==> src/rtl/mem_bus_arbiter_if.sv <==
// Bus bundle between the two requesting masters, the arbiter and the
// data-side memory map. The arbiter connects through the slave modport.
// The master modport is the view of the environment that drives the
// requests and the memory-map read data.
interface mem_bus_arbiter_if #(
    parameter int DATA_WIDTH = 32,
    parameter int ADDR_WIDTH = 32
);
    // Master 0 (CPU MEM stage)
    logic                  m0_req;
    logic                  m0_we;
    logic [ADDR_WIDTH-1:0] m0_addr;
    logic [DATA_WIDTH-1:0] m0_wd;
    logic                  m0_gnt;
    logic                  m0_rvalid;
    logic [DATA_WIDTH-1:0] m0_rd;

    // Master 1 (DMA / debug engine)
    logic                  m1_req;
    logic                  m1_we;
    logic [ADDR_WIDTH-1:0] m1_addr;
    logic [DATA_WIDTH-1:0] m1_wd;
    logic                  m1_gnt;
    logic                  m1_rvalid;
    logic [DATA_WIDTH-1:0] m1_rd;

    // Memory-map side
    logic                  s_we;
    logic                  s_re;
    logic [ADDR_WIDTH-1:0] s_addr;
    logic [DATA_WIDTH-1:0] s_wd;
    logic [DATA_WIDTH-1:0] s_rd;

    // Pipeline hold request
    logic                  cpu_stall;

    modport slave (
        input  m0_req, m0_we, m0_addr, m0_wd,
        input  m1_req, m1_we, m1_addr, m1_wd,
        input  s_rd,
        output m0_gnt, m0_rvalid, m0_rd,
        output m1_gnt, m1_rvalid, m1_rd,
        output s_we, s_re, s_addr, s_wd,
        output cpu_stall
    );

    modport master (
        output m0_req, m0_we, m0_addr, m0_wd,
        output m1_req, m1_we, m1_addr, m1_wd,
        output s_rd,
        input  m0_gnt, m0_rvalid, m0_rd,
        input  m1_gnt, m1_rvalid, m1_rd,
        input  s_we, s_re, s_addr, s_wd,
        input  cpu_stall
    );
endinterface

==> src/rtl/mem_bus_arbiter.sv <==
// Two-master single-beat arbiter in front of the data memory map.
// The grant is combinational from the requests and the registered owner/burst
// state. Under contention the current owner keeps the bus for at most
// MAX_BURST consecutive grants before the other master is served. Read data is
// captured at the end of the grant cycle and returned with a one-cycle rvalid.
module mem_bus_arbiter #(
    parameter int DATA_WIDTH = 32,
    parameter int ADDR_WIDTH = 32,
    parameter int MAX_BURST  = 4
) (
    input  logic             clk,
    input  logic             rst_n,
    mem_bus_arbiter_if.slave bus
);

    localparam int BW = $clog2(MAX_BURST + 1);
    localparam logic [BW-1:0] MAX_B = BW'(MAX_BURST);
    localparam logic [BW-1:0] ONE_B = BW'(1);

    typedef enum logic [1:0] {
        IDLE = 2'd0,
        OWN0 = 2'd1,
        OWN1 = 2'd2
    } st_t;

    st_t            st_q, st_d;
    logic [BW-1:0]  burst_q, burst_d;
    logic [BW-1:0]  burst_inc;

    // Per-master views so the read-return path can be generated once
    logic [1:0]                  req;
    logic [1:0]                  we;
    logic [1:0]                  gnt;
    logic [ADDR_WIDTH-1:0]       addr [2];
    logic [DATA_WIDTH-1:0]       wd   [2];
    logic [1:0]                  rvalid_q;
    logic [DATA_WIDTH-1:0]       rd_q [2];

    assign req     = {bus.m1_req, bus.m0_req};
    assign we      = {bus.m1_we,  bus.m0_we};
    assign addr[0] = bus.m0_addr;
    assign addr[1] = bus.m1_addr;
    assign wd[0]   = bus.m0_wd;
    assign wd[1]   = bus.m1_wd;

    assign burst_inc = (burst_q == MAX_B) ? MAX_B : burst_q + ONE_B;

    // Grant decision: lone requester wins; on contention the owner keeps the
    // bus until its burst count saturates, IDLE favours the CPU. Reset blocks
    // every grant so nothing reaches the memory map while rst_n is low.
    always_comb begin
        gnt = 2'b00;
        if (rst_n) begin
            if (req == 2'b01) begin
                gnt = 2'b01;
            end else if (req == 2'b10) begin
                gnt = 2'b10;
            end else if (req == 2'b11) begin
                case (st_q)
                    OWN0:    gnt = (burst_q < MAX_B) ? 2'b01 : 2'b10;
                    OWN1:    gnt = (burst_q < MAX_B) ? 2'b10 : 2'b01;
                    default: gnt = 2'b01;
                endcase
            end
        end
    end

    // Next owner and burst count; an idle cycle forgets the previous owner
    always_comb begin
        st_d    = IDLE;
        burst_d = '0;
        if (gnt[0]) begin
            st_d    = OWN0;
            burst_d = (st_q == OWN0) ? burst_inc : ONE_B;
        end else if (gnt[1]) begin
            st_d    = OWN1;
            burst_d = (st_q == OWN1) ? burst_inc : ONE_B;
        end
    end

    // Owner/burst state register
    always_ff @(posedge clk or negedge rst_n) begin
        if (!rst_n) begin
            st_q    <= IDLE;
            burst_q <= '0;
        end else begin
            st_q    <= st_d;
            burst_q <= burst_d;
        end
    end

    // Memory-map mux: follows the winner, all zero when nobody is granted
    always_comb begin
        bus.s_addr = '0;
        bus.s_wd   = '0;
        bus.s_we   = 1'b0;
        bus.s_re   = 1'b0;
        if (gnt[0]) begin
            bus.s_addr = addr[0];
            bus.s_wd   = wd[0];
            bus.s_we   = we[0];
            bus.s_re   = ~we[0];
        end else if (gnt[1]) begin
            bus.s_addr = addr[1];
            bus.s_wd   = wd[1];
            bus.s_we   = we[1];
            bus.s_re   = ~we[1];
        end
    end

    // The MEM stage must hold whenever it asks and is refused
    assign bus.cpu_stall = rst_n & req[0] & ~gnt[0];

    // Read return: capture combinational s_rd at the end of a granted read and
    // flag it for exactly one cycle; rd holds until that master's next read.
    for (genvar gi = 0; gi < 2; gi++) begin : g_rd_ret
        always_ff @(posedge clk or negedge rst_n) begin
            if (!rst_n) begin
                rvalid_q[gi] <= 1'b0;
                rd_q[gi]     <= '0;
            end else begin
                rvalid_q[gi] <= gnt[gi] & ~we[gi];
                if (gnt[gi] && !we[gi]) begin
                    rd_q[gi] <= bus.s_rd;
                end
            end
        end
    end

    assign bus.m0_gnt    = gnt[0];
    assign bus.m1_gnt    = gnt[1];
    assign bus.m0_rvalid = rvalid_q[0];
    assign bus.m1_rvalid = rvalid_q[1];
    assign bus.m0_rd     = rd_q[0];
    assign bus.m1_rd     = rd_q[1];

endmodule

==> src/flat_wrapper.sv <==
// flat-port wrapper written by rule: the top's interface ports become plain ports
module mem_bus_arbiter_flat 
#(
    parameter int DATA_WIDTH = 32,
    parameter int ADDR_WIDTH = 32,
    parameter int MAX_BURST  = 4
)
  (clk, rst_n, bus_m0_req, bus_m0_we, bus_m0_addr, bus_m0_wd, bus_m1_req, bus_m1_we, bus_m1_addr, bus_m1_wd, bus_s_rd, bus_m0_gnt, bus_m0_rvalid, bus_m0_rd, bus_m1_gnt, bus_m1_rvalid, bus_m1_rd, bus_s_we, bus_s_re, bus_s_addr, bus_s_wd, bus_cpu_stall);
  mem_bus_arbiter_if #(.DATA_WIDTH(DATA_WIDTH), .ADDR_WIDTH(ADDR_WIDTH)) bus_i ();
  input  logic clk;
  input  logic rst_n;
  input wire logic [$bits(bus_i.m0_req)-1:0] bus_m0_req;
  input wire logic [$bits(bus_i.m0_we)-1:0] bus_m0_we;
  input wire logic [$bits(bus_i.m0_addr)-1:0] bus_m0_addr;
  input wire logic [$bits(bus_i.m0_wd)-1:0] bus_m0_wd;
  input wire logic [$bits(bus_i.m1_req)-1:0] bus_m1_req;
  input wire logic [$bits(bus_i.m1_we)-1:0] bus_m1_we;
  input wire logic [$bits(bus_i.m1_addr)-1:0] bus_m1_addr;
  input wire logic [$bits(bus_i.m1_wd)-1:0] bus_m1_wd;
  input wire logic [$bits(bus_i.s_rd)-1:0] bus_s_rd;
  output wire logic [$bits(bus_i.m0_gnt)-1:0] bus_m0_gnt;
  output wire logic [$bits(bus_i.m0_rvalid)-1:0] bus_m0_rvalid;
  output wire logic [$bits(bus_i.m0_rd)-1:0] bus_m0_rd;
  output wire logic [$bits(bus_i.m1_gnt)-1:0] bus_m1_gnt;
  output wire logic [$bits(bus_i.m1_rvalid)-1:0] bus_m1_rvalid;
  output wire logic [$bits(bus_i.m1_rd)-1:0] bus_m1_rd;
  output wire logic [$bits(bus_i.s_we)-1:0] bus_s_we;
  output wire logic [$bits(bus_i.s_re)-1:0] bus_s_re;
  output wire logic [$bits(bus_i.s_addr)-1:0] bus_s_addr;
  output wire logic [$bits(bus_i.s_wd)-1:0] bus_s_wd;
  output wire logic [$bits(bus_i.cpu_stall)-1:0] bus_cpu_stall;
  assign bus_i.m0_req = bus_m0_req;
  assign bus_i.m0_we = bus_m0_we;
  assign bus_i.m0_addr = bus_m0_addr;
  assign bus_i.m0_wd = bus_m0_wd;
  assign bus_i.m1_req = bus_m1_req;
  assign bus_i.m1_we = bus_m1_we;
  assign bus_i.m1_addr = bus_m1_addr;
  assign bus_i.m1_wd = bus_m1_wd;
  assign bus_i.s_rd = bus_s_rd;
  assign bus_m0_gnt = bus_i.m0_gnt;
  assign bus_m0_rvalid = bus_i.m0_rvalid;
  assign bus_m0_rd = bus_i.m0_rd;
  assign bus_m1_gnt = bus_i.m1_gnt;
  assign bus_m1_rvalid = bus_i.m1_rvalid;
  assign bus_m1_rd = bus_i.m1_rd;
  assign bus_s_we = bus_i.s_we;
  assign bus_s_re = bus_i.s_re;
  assign bus_s_addr = bus_i.s_addr;
  assign bus_s_wd = bus_i.s_wd;
  assign bus_cpu_stall = bus_i.cpu_stall;
  mem_bus_arbiter #(.DATA_WIDTH(DATA_WIDTH), .ADDR_WIDTH(ADDR_WIDTH), .MAX_BURST(MAX_BURST)) u_core (.clk(clk), .rst_n(rst_n), .bus(bus_i));
endmodule
==> config.mk <==
export PLATFORM = sky130hd
export DESIGN_NAME = mem_bus_arbiter_flat
export DESIGN_NICKNAME = d
export VERILOG_FILES = /design/src/rtl/mem_bus_arbiter_if.sv /design/src/rtl/mem_bus_arbiter.sv /design/src/flat_wrapper.sv
export SDC_FILE = /design/constraint.sdc
export NUM_CORES = 1
export LEC_CHECK = 0
export ABC_AREA = 1
export BUFFER_PORTS_ARGS = -buffer_cell sky130_fd_sc_hd__buf_2
export CAP_MARGIN = 20
export CORE_AREA = 2 2 117 119
export DETAILED_ROUTE_END_ITERATION = 8
export DIE_AREA = 0 0 119 121
export PLACE_DENSITY_LB_ADDON = 0.08
export SLEW_MARGIN = 0
export SYNTH_ARGS = -nofsm -noshare
export SYNTH_HDL_FRONTEND = slang
export SYNTH_SLANG_ARGS = --single-unit
==> constraint.sdc <==
create_clock -name clk -period 2.7 [get_ports clk]
set_input_delay 0 -clock clk [delete_from_list [all_inputs] [get_ports clk]]
set_output_delay 0 -clock clk [all_outputs]
set_load 0.01 [all_outputs]
* Word-level counts from Yosys, hierarchy flattened
Cells that the tools add are included. Widths: inputs -> output; s select.
Word-level totals: RAM bits 0, word-level logic and storage cells 47, ROM bits 0, bits in registers 71, bits of input ports 166, output and inout port bits 135, memories kept 0, bits in latches 0
Cells by class: mux-type cells 22, reduce and logical (&&, ||, !) cells 4, add/subtract/negate cells 1, multiply operators 0, $lt $le $gt $ge 1, equal/unequal tests 6, divide/modulo/power cells 0, shifts and indexed selects 0, bitwise operators 7
Operators with widths (number):
- $mux 32 | 4
- $mux 2 | 8
- $mux 3 | 5
- $eq 2x2->1 const B | 3
- $and 1x1->1 | 4
- $eq 2x1->1 const B | 2
- $mux 1 | 4
- $pmux 2 s2 | 1
- $add 3x1->3 const B | 1
- $eq 3x3->1 const B | 1
- $lt 3x3->1 const B | 1
- $not 1->1 | 3
- $logic_and 1x1->1 | 2
- $logic_not 1->1 | 2

* Depth between registers and ports, before layout
word-level depth 9, depth in mapped cells 10, mapped depth without buffers 9

* Least setup slack after synthesis
No wires, ideal clock.
kind register -> register, from register u_core.st_q[0], to register u_core.burst_q[0], stages on the path, launching flop included 10, data required time 2.635 ns, path slack 1.179 ns, arrival time 1.456 ns, cell sequence dfrtp_1 -> inv_1 -> ha_1 -> nor2_1 -> nand3_4 -> nand2_4 -> buf_4 -> buf_6 -> nand3_1 -> nand2_1
On the way: cells in the longest elaborated chain, start to end 8, elaborated cells between the ends (all ways) 11
RTL lines:
- start: declaration | RTL line mem_bus_arbiter.sv:26 | st_t st_q, st_d;
- start signal: assignment | RTL line mem_bus_arbiter.sv:87 | st_q <= st_d;
- $eq 2x2->1 / $eq 2x1->1 (equally long branches) | RTL line mem_bus_arbiter.sv:59, mem_bus_arbiter.sv:77, mem_bus_arbiter.sv:74
- $pmux 2 s2 | RTL line mem_bus_arbiter.sv:59 | case (st_q)
- $mux 2 | RTL line mem_bus_arbiter.sv:58 | end else if (req == 2'b11) begin
- $mux 2 | RTL line mem_bus_arbiter.sv:56 | end else if (req == 2'b10) begin
- $mux 2 | RTL line mem_bus_arbiter.sv:54 | if (req == 2'b01) begin
- $mux 2 | RTL line mem_bus_arbiter.sv:53 | if (rst_n) begin
- $mux 3 | RTL line mem_bus_arbiter.sv:75 | end else if (gnt[1]) begin
- $mux 3 * | RTL line mem_bus_arbiter.sv:72 | if (gnt[0]) begin
- net u_core.burst_d[0] | RTL line mem_bus_arbiter.sv:27 | logic [BW-1:0] burst_q, burst_d;
- end signal: assignment | RTL line mem_bus_arbiter.sv:88 | burst_q <= burst_d;
- end: declaration | RTL line mem_bus_arbiter.sv:27
Mark *: on every way through the listed nets, which the timed path passes. The rest lies on a longest branch. A chain may end at the register's enable or synchronous reset.

* Worst setup path after layout
from register u_core.st_q[0], to output port bus_s_wd[28]
On the way: cells in the longest elaborated chain, start to end 8, elaborated cells between the ends (all ways) 9
RTL lines:
- $eq 2x2->1 / $eq 2x1->1 (equally long branches) | RTL line mem_bus_arbiter.sv:59
- $pmux 2 s2 * | RTL line mem_bus_arbiter.sv:59
- $mux 2 * | RTL line mem_bus_arbiter.sv:58
- $mux 2 * | RTL line mem_bus_arbiter.sv:56
- $mux 2 * | RTL line mem_bus_arbiter.sv:54
- $mux 2 * | RTL line mem_bus_arbiter.sv:53
- $mux 32 | RTL line mem_bus_arbiter.sv:103 | end else if (gnt[1]) begin
- $mux 32 * | RTL line mem_bus_arbiter.sv:98 | if (gnt[0]) begin
- end: declaration | RTL line flat_wrapper.sv:30 | output wire logic [$bits(bus_i.s_wd)-1:0] bus_s_wd;
Every way passes the cells marked *; elsewhere a longest branch is shown, timed or not.

==> impl_results.md <==
- Status: finished clean
- Worst path arrival time: 2.41 ns
- H-tree lvl count: 3
- Crit path max fanout: 69
- DR WL/cell: ~15 µm
- Sequential fraction of the synthesis area: 45.5%
- Unrepaired setup endpoints after global routing: false
- Register-to-register setup slack: approximately 0.82 ns
- Power per cell area: roughly 590 mW/mm²
- Synth warn: 0
- Largest net degree at the start of global routing: 72
- Worst-path clk slew: roughly 0.060 ns
- DR vias/cell: 4.62
- Buffer count from post-CTS setup fixing: 0
- Pwr Total: ~3.6 mW
- CP Launch Type: flip-flop
- Site Rows: 42
- Nets: 1040
- CTS tree: built
- Slew Limit Fails: 0
- Count of final setup violators: 0
- Total negative slack: 0 ns
- CP endpoint kind: primary output
- Vias: ~4900
- Simple-gate area share of the yosys netlist: a little under half
- Yosys top cell by area: dfrtp_1
- Final Cell Area: a little over 0.006 mm²
- Initial antenna violation count: 0
- Main synth FF type: dfrtp_1
- Crit-path cells: inv_1, ha_1, nor2_1, nand3_4, nand2_4, buf_4, nand3_1, nand2_1, buf_2
- Final cell count without fillers: 1051
- Adder-Cell Fraction of Synth Area: about 1.3%
- Final ANT Viol Nets: 0
- Gr usage total: 21.0%
- Total gr overflow: 0
- Skew-Pair Late Insertion Delay: roughly 0.33 ns
- Leakage power: ~3.8 nW
- Inst Count DP: 1001
- CTS Buf Count: 9
- Slowest stage cell, crit path: buf_4
- Syn-to-layout area delta: 58.1%
- Tightest Pin Transition: 0.908 ns
- Syn Inst Count: roughly 560
- Post-synth cell types: 19
- DP Worst Slack: between 0.5 and 0.6 ns
- Syn_nets: 725
- DP HPWL: between 10000 and 15000 µm
- Initial Util: 29.8%
- Initial DRC Count: ~340
- Compound-Gate Fraction of Synth Area: less than 1%
- Hold WS: 0.189 ns
- DR DRC count: 0
- Post-route setup slack: 0.289 ns
- Post-layout minimum cycle time: roughly 2.4 ns
- Peak VDD IR: 281 µV
- Multiplexer area fraction after synthesis: 0%
- DIE HEIGHT: between 100 and 150 µm
- Core ar.: approximately 0.013 mm²
- Max-cap violations: 0
- Hold_buf cts: 33
- Post-Synth XOR/XNOR Area: 0%
- Post-route clock period utilization: 89.3%
- Netlist Area Pre-Place: just under 0.004 mm²
- Share of layout cells above drive strength 1: between 30% and 40%
- Count leader, synth: nand2_1
- Root buffer cell: clkbuf_16
- Highest Clock Rate: 415 MHz
- Area after DPL: 0.00549 mm²
- Global-route wire length before repair: between 20000 and 25000 µm
- DRT Wirelength: ~16000 µm
- Hold WC Path Type: input port to flip-flop
- Count of input and output buffers: 300
- Final Hold Vio Count: 0
- Register bit count reported by yosys: 71
- CTS Sinks: 71
- Max clock buf depth: 2
- Worst path required time: between 2 and 3 ns
- Largest family of logic cells by synthesized area: simple AND/OR/NAND/NOR gates
- Synth top area share: a little under half
- RePlAce Congestion: 0.818
- Die area: about 0.014 mm²
- Post-synth EDFFs: 0
- DRT Pass-1 Iters: 4
- PostCTS Resize Cnt: 0
- Die width: roughly 120 µm
- Top post-synthesis cells by count: nand2_1, dfrtp_1, nand3_1
- Final core occ: ~47%
- Slowest stage delay, CP: between 0.5 and 0.6 ns
- Number of diodes: 0
- Avg Cell Area, Syn: 7.03 µm²
- Slew HR: between 30% and 40%
- Crit Path Category: flip-flop to primary output
- Ranking of synthesized cells by area: dfrtp_1, nand2_1, nand3_1
- Io pins: 301
- Post-route clock skew: 0.00485 ns
- Asr flop ratio synth: between 90% and 100%
- Vias in the first global route: between 4000 and 5000
-- final timing paths --
kind                       depth (start not counted)                          endpoint                             start
max                                                9                      bus_s_wd[28]          u_core.st_q[0]$_DFF_PN0_
min                                                7       u_core.burst_q[2]$_DFF_PN0_                        bus_m1_req
max reg2reg                                        8       u_core.burst_q[0]$_DFF_PN0_          u_core.st_q[0]$_DFF_PN0_
min reg2reg                                        2  u_core.bus.m0_rd[16]$_DFFE_PN0P_  u_core.bus.m0_rd[16]$_DFFE_PN0P_
max in group asynchronous                          3  u_core.bus.m0_rd[10]$_DFFE_PN0P_                             rst_n
min in group asynchronous                          3   u_core.bus.m1_rd[6]$_DFFE_PN0P_                             rst_n
-- final cells by class --
type	count	area (µm²)
inverters	18	67.6
clock inverters	6	90.1
well taps	176	220
flip-flops and latches	71	1780
clock buffers	10	239
repair buffers	343	1930
multi-input cells	427	1850
fillers	1369	6910
-- metal layers --
metal | routed length [µm] | GRT usage [%] | vias to the layer above
met5 | 0 | 0 | -
met4 | 145 | 4.69 | 0
met3 | 965 | 5.17 | 13
met2 | 7580 | 35.0 | 183
met1 | 6850 | 27.7 | 2262
li1 | - | - | 2398
-- flip-flops by register name, indices dropped and copies added, names as in the netlist --
signal,count
u_core.bus.m0_rd,32
u_core.bus.m1_rd,32
u_core.burst_q,3
u_core.st_q,2
u_core.bus.m0_rvalid,1
u_core.bus.m1_rvalid,1
-- placed cells by master (no fill, tap or decap), drive strengths merged --
cell         synthesis  final
clkbuf               8     10
dfrtp               71     71
dlygate4sd3          0     33
nand2              310    310
ha                   4      4
nand3               71     71
nand4               34     34
buf                 31    310
clkinvlp             0      1
bufinv               0      2
inv                 17     19
o21ai                3      3
clkinv               1      2
nor2                 5      5
-- cells by family after synthesis --
logic type                 after synthesis
and+or+nand+nor                        420
AOI/OAI and AO/OA                        3
DFF                                     71
adders and majority gates                4
buffers and inverters                   57
-- report_power, final --
group	internal (mW)	leakage, nW	total, mW	switching, mW
sequential	1.26	0.896	1.35	0.0992
clock	0.838	0.159	1.30	0.462
combinational	0.414	2.75	0.968	0.554
-- worst max-delay path, delay by kind of cell, from the launching register on --
kind / cells / cell delay, ns
buf+inv: 3 / 0.74
simple gates: 5 / 0.66
flops: 1 / 0.35
fa+ha+maj: 1 / 0.28
No activity file was read; power rests on OpenSTA's default activity.
